--- config.mk ---
export PLATFORM = sky130hd
export DESIGN_NAME = plusarg_timeout
export DESIGN_NICKNAME = d
export VERILOG_FILES = /design/src/rtl/plusarg_timeout.sv
export SDC_FILE = /design/constraint.sdc
export NUM_CORES = 1
export LEC_CHECK = 0
export CELL_PAD_IN_SITES_DETAIL_PLACEMENT = 1
export CELL_PAD_IN_SITES_GLOBAL_PLACEMENT = 2
export CORE_ASPECT_RATIO = 2
export CORE_MARGIN = 4
export CORE_UTILIZATION = 31
export CTS_CLUSTER_DIAMETER = 200
export DETAILED_ROUTE_END_ITERATION = 10
export PLACE_DENSITY_LB_ADDON = 0.1
export RECOVER_POWER = 100
export SYNTH_ARGS = -nofsm -noshare
export SYNTH_HDL_FRONTEND = slang
export SYNTH_SLANG_ARGS = --single-unit
--- constraint.sdc ---
create_clock -name clock -period 3.2 [get_ports clock]
set_clock_uncertainty 0.05 [all_clocks]
set_input_delay 0.48 -clock clock [delete_from_list [all_inputs] [get_ports clock]]
set_output_delay 0.48 -clock clock [all_outputs]
set_load 0.02 [all_outputs]
--- src/rtl/plusarg_timeout.sv ---
// Cycle-count watchdog that takes its limit from plusarg_reader.
// A limit of 0 leaves the watchdog permanently idle.
module plusarg_timeout #(
    parameter int WIDTH = 32
) (
    input  logic             clock,
    input  logic             reset_n,
    input  logic [WIDTH-1:0] limit,
    input  logic             enable,
    input  logic             progress,
    input  logic             clear,
    output logic [WIDTH-1:0] count,
    output logic             armed,
    output logic             timeout,
    output logic             timeout_pulse
);

    typedef enum logic [1:0] {
        LOAD    = 2'd0,
        IDLE    = 2'd1,
        COUNT   = 2'd2,
        EXPIRED = 2'd3
    } state_t;

    state_t           state_q, state_d;
    logic [WIDTH-1:0] limit_q, limit_d;
    logic [WIDTH-1:0] count_q, count_d;
    logic             pulse_q, pulse_d;
    logic [WIDTH-1:0] count_inc;

    // Never wraps: count_q < limit_q holds while counting.
    assign count_inc = count_q + WIDTH'(1);

    always_ff @(posedge clock or negedge reset_n) begin
        if (!reset_n) begin
            state_q <= LOAD;
            limit_q <= '0;
            count_q <= '0;
            pulse_q <= 1'b0;
        end else begin
            state_q <= state_d;
            limit_q <= limit_d;
            count_q <= count_d;
            pulse_q <= pulse_d;
        end
    end

    always_comb begin
        state_d = state_q;
        limit_d = limit_q;
        count_d = count_q;
        pulse_d = 1'b0;
        if (clear) begin
            state_d = LOAD;
            count_d = '0;
        end else begin
            unique case (state_q)
                LOAD: begin
                    limit_d = limit;
                    count_d = '0;
                    state_d = IDLE;
                end
                IDLE: begin
                    count_d = '0;
                    if (enable && (limit_q != '0)) begin
                        state_d = COUNT;
                    end
                end
                COUNT: begin
                    if (!enable) begin
                        state_d = IDLE;
                        count_d = '0;
                    end else if (progress) begin
                        count_d = '0;
                    end else begin
                        count_d = count_inc;
                        if (count_inc == limit_q) begin
                            state_d = EXPIRED;
                            pulse_d = 1'b1;
                        end
                    end
                end
                EXPIRED: begin
                    count_d = limit_q;
                end
                default: begin
                    state_d = LOAD;
                    count_d = '0;
                end
            endcase
        end
    end

    assign count         = count_q;
    assign armed         = (state_q == COUNT);
    assign timeout       = (state_q == EXPIRED);
    assign timeout_pulse = pulse_q;

endmodule

==> flow_metrics.py, run 1 <==
metrics = {
    "run_status": {
        "status": "finished with violations",
        "violations": "max-capacitance violations, max-slew violations",
    },
    "detailed_routing": {
        "wire_per_inst_microns": 23.2,
        "drt-initial-drc-count": 159,
        "drc": 0,
        "drt_wl_total_microns": 19000,
        "ant_nets": 0,
        "drtPass1Iterations": 4,
        "viasPerCell": 5.42,
        "vias": 4429,
    },
    "synthesis": {
        "syn_nets": 515,
        "ys_ff_latch": 67,
        "synth_fa_ha_area_share_pct": 1.34,
        "synth_top_family_by_area": "simple AND/OR/NAND/NOR gates",
        "synth_edf_count": 0,
        "seq_area_frac_synth_pct": 35.8,
        "yosys_most_used_dff": "dfrtp_1",
        "synthMuxAreaShare_pct": 7.70,
        "synth_xor_area_share_pct": 16.0,
        "avgSynthCellArea_sq_um": 9.90,
        "syn_area_sq_um": 4680,
        "synthSimpleGateAreaFrac_pct": 22.9,
        "synthDistinctLibCells": 64,
        "async_flop_share_pct": 100,
        "netlist_instances": 473,
        "synth_compound_area_share_pct": 12.6,
        "synth_warnings": 0,
    },
    "layout": {
        "areaGrowthSynthToFinish_pct": 42.3,
        "drive_above_1_share_pct": 29.4,
        "final_cells": 817,
        "diodes": 0,
        "nNetsFinal": 659,
    },
    "floorplanning": {
        "die_w_microns": 94.9,
        "core_sq_um": 14800,
        "die_h_microns": 182,
        "pin_count": 72,
        "start_util_pct": 31.6,
        "core.rowCount": 63,
        "die_area_sq_um": 17200,
    },
    "sta": {
        "final.period_utilization_pct": 97.4,
        "final-hold-violation-count": 0,
        "final_max_slew_viol_count": 35,
        "tightest_slew_ns": 1.95,
        "setup_viol": 0,
        "rsz0062_at_grt": "false",
        "timing.fmax_mhz": 321,
        "min_period_ns": 3.12,
        "relSlewSlack_pct": -30.1,
    },
    "critical_path": {
        "crit_type": "reg -> reg",
        "critical_path.endpoint_type": "flip-flop",
        "cp.arrival_ns": 3.30,
        "worst_ep_required_time_ns": 3.39,
        "crit_path_max_fanout": 12,
        "start_kind": "flip-flop",
    },
    "cts": {
        "cts_tree": "yes",
        "cts_buffers": 9,
        "htree_levels": 3,
        "worstSkewPairLatency_ns": 0.33,
        "clock_sinks": 67,
        "cts_buffer_depth": 2,
        "path_clk_slew_ns": 0.06,
        "cts_root_buf": "clkbuf_16",
        "cts_hold_buf": 0,
    },
    "global_routing": {
        "overflow": 0,
        "grt_max_degree": 36,
        "grt_pass1_vias": 4904,
        "grt_pass1_wl_microns": 29300,
        "globalRouteTotalUtil_pct": 23.0,
        "antenna_found_initial": 0,
    },
    "power_and_ir_drop": {
        "leakage_nw": 2.87,
        "pwr-share-seq_pct": 38.7,
        "combPwrFrac_pct": 36.2,
        "ir_drop_uv": 309,
        "powerDensity_nw_per_um2": 552,
        "p_clk_share_pct": 25.1,
        "switching_share_pct": 38.0,
        "switchingPower_mw": 1.40,
        "intPower_mw": 2.28,
        "finalPower_mw": 3.68,
    },
    "job": {
        "maxCapViolCount": 1,
    },
    "placed_design": {
        "gp_congestion": 0.907,
        "place_inst": 797,
        "hpwl_microns": 14900,
        "io_buffer_count": 71,
    },
    "hold_path": {
        "hold_path.class": "reg -> reg",
    },
}
[area by class of cell]
type                    count  area, sq um
flip-flops and latches     67         1680
well taps                 195          244
clock buffers               9          225
clock inverters             7         45.0
multi-input cells         368         3040
inverters                   9         33.8
fillers                  1751         8160
repair buffers            162         1400
[routing by layer]
metal / up-vias / wire length [microns] / GRT usage, %
met5: - / 0 / 0
met4: 0 / 837 / 9.89
met3: 35 / 487 / 2.74
met2: 96 / 11200 / 45.7
met1: 2249 / 6380 / 22.8
li1: 2049 / - / -
[metrics by stage]
step / utilization [%] / worst slack (ns) / instance area (sq um) / hold slack, ns / TNS [ns]
6_report: 45.0 / 0.0847 / 6660 / 0.540 / 0
5_1_grt: 45.0 / 0.000228 / 6660 / 0.583 / 0
4_1_cts: 44.1 / 0.00494 / 6530 / 0.220 / 0
3_5_place_dp: 41.7 / -0.248 / 6180 / 0.530 / -0.564
3_3_place_gp: 41.7 / -0.303 / 6180 / 0.505 / -0.568
2_1_floorplan: - / 0.00335 / 4680 / 0.134 / 0
[sequential cells by signal, indices dropped and copies added, names as in the netlist]
register / flops
count: 32
limit_q: 32
state_q: 2
timeout_pulse: 1
[cell families (layout without fill, tap and decap cells)]
group,after synthesis,count (layout)
flip-flops,67,67
buffers and inverters,38,187
XOR/XNOR,66,66
multiplexers,32,32
AO/OA/AOI/OAI,82,82
adder cells (fa/ha/maj),5,5
AND/OR/NAND/NOR,183,183
[Yosys cell counts (12+ instances only)]
cell type	count	area, sq um
a22oi_1	26	195
a21oi_1	12	60.1
nor2_1	48	180
dfrtp_1	67	1680
mux2_2	31	349
nand4_1	22	138
nor4_1	16	100
xor2_1	22	193
clkbuf_1	20	75.1
nand2_1	25	93.8
nand3_1	18	90.1
xnor2_1	32	280
[critical path, stage by stage (launching register included)]
cell and delay (ns):
dfrtp_1 0.35, buf_4 0.20, nand4_1 0.21, nor4_4 0.37, buf_4 0.20, and2_1 0.18
xnor3_2 0.24, or4bb_4 0.50, nor4_4 0.35, buf_4 0.17, nand2_1 0.04, nor3_1 0.16
[power groups by stage]
stage	combinational (mW)	clock, mW	sequential (mW)
2_1_floorplan	0.874	0	1.27
3_3_place_gp	1.27	0	1.43
3_5_place_dp	1.29	0	1.44
4_1_cts	1.33	0.956	1.43
5_1_grt	1.44	0.990	1.46
6_report	1.33	0.924	1.42
[final timing paths]
path / from / endpoint / slack [ns] / cells after the start
setup reg to reg: count[14] / timeout_pulse / 0.08 / 11
max in group asynchronous: reset_n / limit_q[29] / 0.68 / 2
hold / removal: limit_q[24] / count[24] / 0.54 / 2
hold reg to reg: limit_q[24] / count[24] / 0.54 / 2
min in group asynchronous: reset_n / limit_q[2] / 0.63 / 1
setup / recovery: count[14] / timeout_pulse / 0.08 / 11
[layout by cell type (no fill, tap or decap), types with 6 or more instances in the layout]
master           Yosys  layout
xnor2_1             32      31
nand4_1             22      22
dlygate4sd3_1        0      36
o21ai_0             11      10
clkbuf_16            0       9
and3_1               7       7
nor4_1              16      10
xor3_1               6       6
nor3_1               8       8
buf_4                3      85
dfrtp_1             67      62
nand3_1             18      16
nor2_1              48      46
nand2_1             25      25
a21oi_1             12      12
clkdlybuf4s50_1      0      34
a22oi_1             26      26
xor2_1              22      20
inv_1                9       9
mux2_2              31      31
nor4_4               4       7
[what timing repair did]
item	in CTS	in global routing
pin swaps	1	10
buffers inserted	0	4
endpoints found under the hold margin	0	0
setup endpoints to repair	3	3
resized for setup	17	20
No activity file was read; power rests on OpenSTA's default activity.
==> inputs of run 2 (changes only) <==
Settings changed: CELL_PAD_IN_SITES_GLOBAL_PLACEMENT 2 to 1, CORE_UTILIZATION 31 to 35.
==> run 2 against run 1 <==
Net effect: the run ends with max-capacitance violations, max-slew violations, negative setup slack left; sequential share of layout area up 0.12 points; clock power up 2.9%; register-to-register slack worse by 0.12 ns; critical path type unchanged.
==> flow_metrics.py, run 2 (synthesized netlist as in run 1, its figures left out) <==
metrics = {
    "run_status": {
        "status": "finished with violations",
        "violations": "max-capacitance violations, max-slew violations, negative setup slack",
    },
    "cts": {
        "cts_root_buf": "clkbuf_16",
        "cts_hold_buf": 0,
        "worstSkewPairLatency_ns": 0.34,
        "cts_buffers": 9,
        "cts_buffer_depth": 2,
        "path_clk_slew_ns": 0.06,
        "clock_sinks": 67,
        "cts_tree": "yes",
        "htree_levels": 3,
    },
    "floorplanning": {
        "die_h_microns": 172,
        "core_sq_um": 13100,
        "start_util_pct": 35.8,
        "core.rowCount": 59,
        "die_area_sq_um": 15400,
        "die_w_microns": 89.8,
        "pin_count": 72,
    },
    "placed_design": {
        "gp_congestion": 0.988,
        "io_buffer_count": 71,
        "hpwl_microns": 15200,
        "pre_cts_ws_ns": -0.148,
        "dpl_cell_area_sq_um": 6150,
    },
    "layout": {
        "areaGrowthSynthToFinish_pct": 41.2,
        "diodes": 0,
        "drive_above_1_share_pct": 28.4,
        "layout_common_cells": "buf_4, dfrtp_1, nor2_1",
        "mostFrequentLayoutCell": "buf_4",
        "nNetsFinal": 663,
        "nFillCells": 1459,
        "final_area_sq_um": 6610,
        "utilization_pct": 50.6,
    },
    "power_and_ir_drop": {
        "powerDensity_nw_per_um2": 564,
        "ir_drop_uv": 343,
        "leakage_nw": 2.88,
        "finalPower_mw": 3.73,
    },
    "global_routing": {
        "grt_max_degree": 36,
        "grt_pass1_vias": 4953,
        "antenna_found_initial": 0,
        "grt_pass1_wl_microns": 28800,
        "globalRouteTotalUtil_pct": 24.9,
        "overflow": 0,
    },
    "sta": {
        "relSlewSlack_pct": -25.2,
        "final_max_slew_viol_count": 67,
        "setup_slack_ns": -0.0327,
        "final-hold-violation-count": 0,
        "setup_viol": 1,
        "final.period_utilization_pct": 101,
        "rsz0062_at_grt": "true",
        "timing.fmax_mhz": 309,
        "min_period_ns": 3.23,
        "tightest_slew_ns": 1.88,
        "hold_ws_ns": 0.546,
    },
    "critical_path": {
        "cp.arrival_ns": 3.38,
        "crit_type": "reg -> reg",
        "worst_ep_required_time_ns": 3.35,
        "start_kind": "flip-flop",
        "critical_path.endpoint_type": "flip-flop",
        "crit_path_max_fanout": 5,
        "r2r-start": "count[8]",
        "critPathLaunch": "count[8]",
    },
    "hold_path": {
        "min_from": "limit_q[24]",
        "hold_path.class": "reg -> reg",
    },
    "detailed_routing": {
        "wl_met1_microns": 6310,
        "viasPerCell": 5.80,
        "ant_nets": 0,
        "drt-initial-drc-count": 153,
        "top_layer": "met4",
        "drt_wl_total_microns": 18900,
        "wl_met3_microns": 451,
        "met2_length_microns": 11100,
        "vias": 4510,
        "wire_per_inst_microns": 24.3,
        "drtPass1Iterations": 4,
        "drc": 0,
    },
    "job": {
        "maxCapViolCount": 2,
    },
}
[run 2: report_power, final]
| group | leakage [nW] | internal, mW | switching, mW |
|---|---|---|---|
| registers | 0.861 | 1.06 | 0.371 |
| logic | 1.90 | 0.715 | 0.637 |
| clock network | 0.125 | 0.545 | 0.406 |
[run 2: repair_timing]
action / 4_1_cts / 5_1_grt
gates cloned: 0 / 0
pin swaps: 2 / 11
setup buffers: 0 / 8
endpoints found under the setup margin: 3 / 3
gates resized for setup: 11 / 22
[run 2: critical path, cell delays in order (launching register included)]
cell and delay (ns):
dfrtp_1 0.38, nand4_1 0.16, buf_6 0.17, buf_6 0.13, nor4_4 0.42, buf_4 0.19
nand4_1 0.11, buf_6 0.17, xor3_2 0.29, o211ai_1 0.25, buf_4 0.23, o41ai_4 0.39
o311ai_4 0.15
[run 2: layer usage]
metal / global-route usage (%) / vias to the layer above
met4: 13.3 / 0
met3: 3.50 / 50
met5: 0 / -
met1: 23.2 / 2307
met2: 51.1 / 102
li1: - / 2051
[run 2: worst paths after layout]
| kind | endpoint | slack [ns] | cells past startpoint |
|---|---|---|---|
| setup / recovery | state_q[0] | -0.03 | 12 |
| hold / removal | count[24] | 0.55 | 2 |
| setup reg to reg | state_q[0] | -0.03 | 12 |
| hold reg to reg | count[24] | 0.55 | 2 |
| max in group asynchronous | count[0] | 0.66 | 2 |
| min in group asynchronous | limit_q[3] | 0.59 | 1 |
[run 2: stage by stage]
step | setup TNS [ns] | std cells
after detailed placement | -0.177 | 754
after global routing | -0.00400 | 778
final | -0.0327 | 778
after global placement | -0.186 | 754
after CTS | 0 | 770
after floorplan | 0 | 473
[run 2: area by class of cell]
type / count / area [sq um] / share of cell area, %
clock inverters: 4 / 27.5 / 0.416
well taps: 152 / 190 / 2.88
multi-input cells: 368 / 2980 / 45.1
clock buffers: 12 / 246 / 3.73
repair buffers: 166 / 1450 / 22.0
inverters: 9 / 33.8 / 0.511
flip-flops and latches: 67 / 1680 / 25.4
==> inputs of run 3 (changes only) <==
Settings changed: CAP_MARGIN set to 20, HOLD_SLACK_MARGIN set to 0.15.
==> results of run 3 <==
Final layout, timing and power as in run 2 (identical DEF).
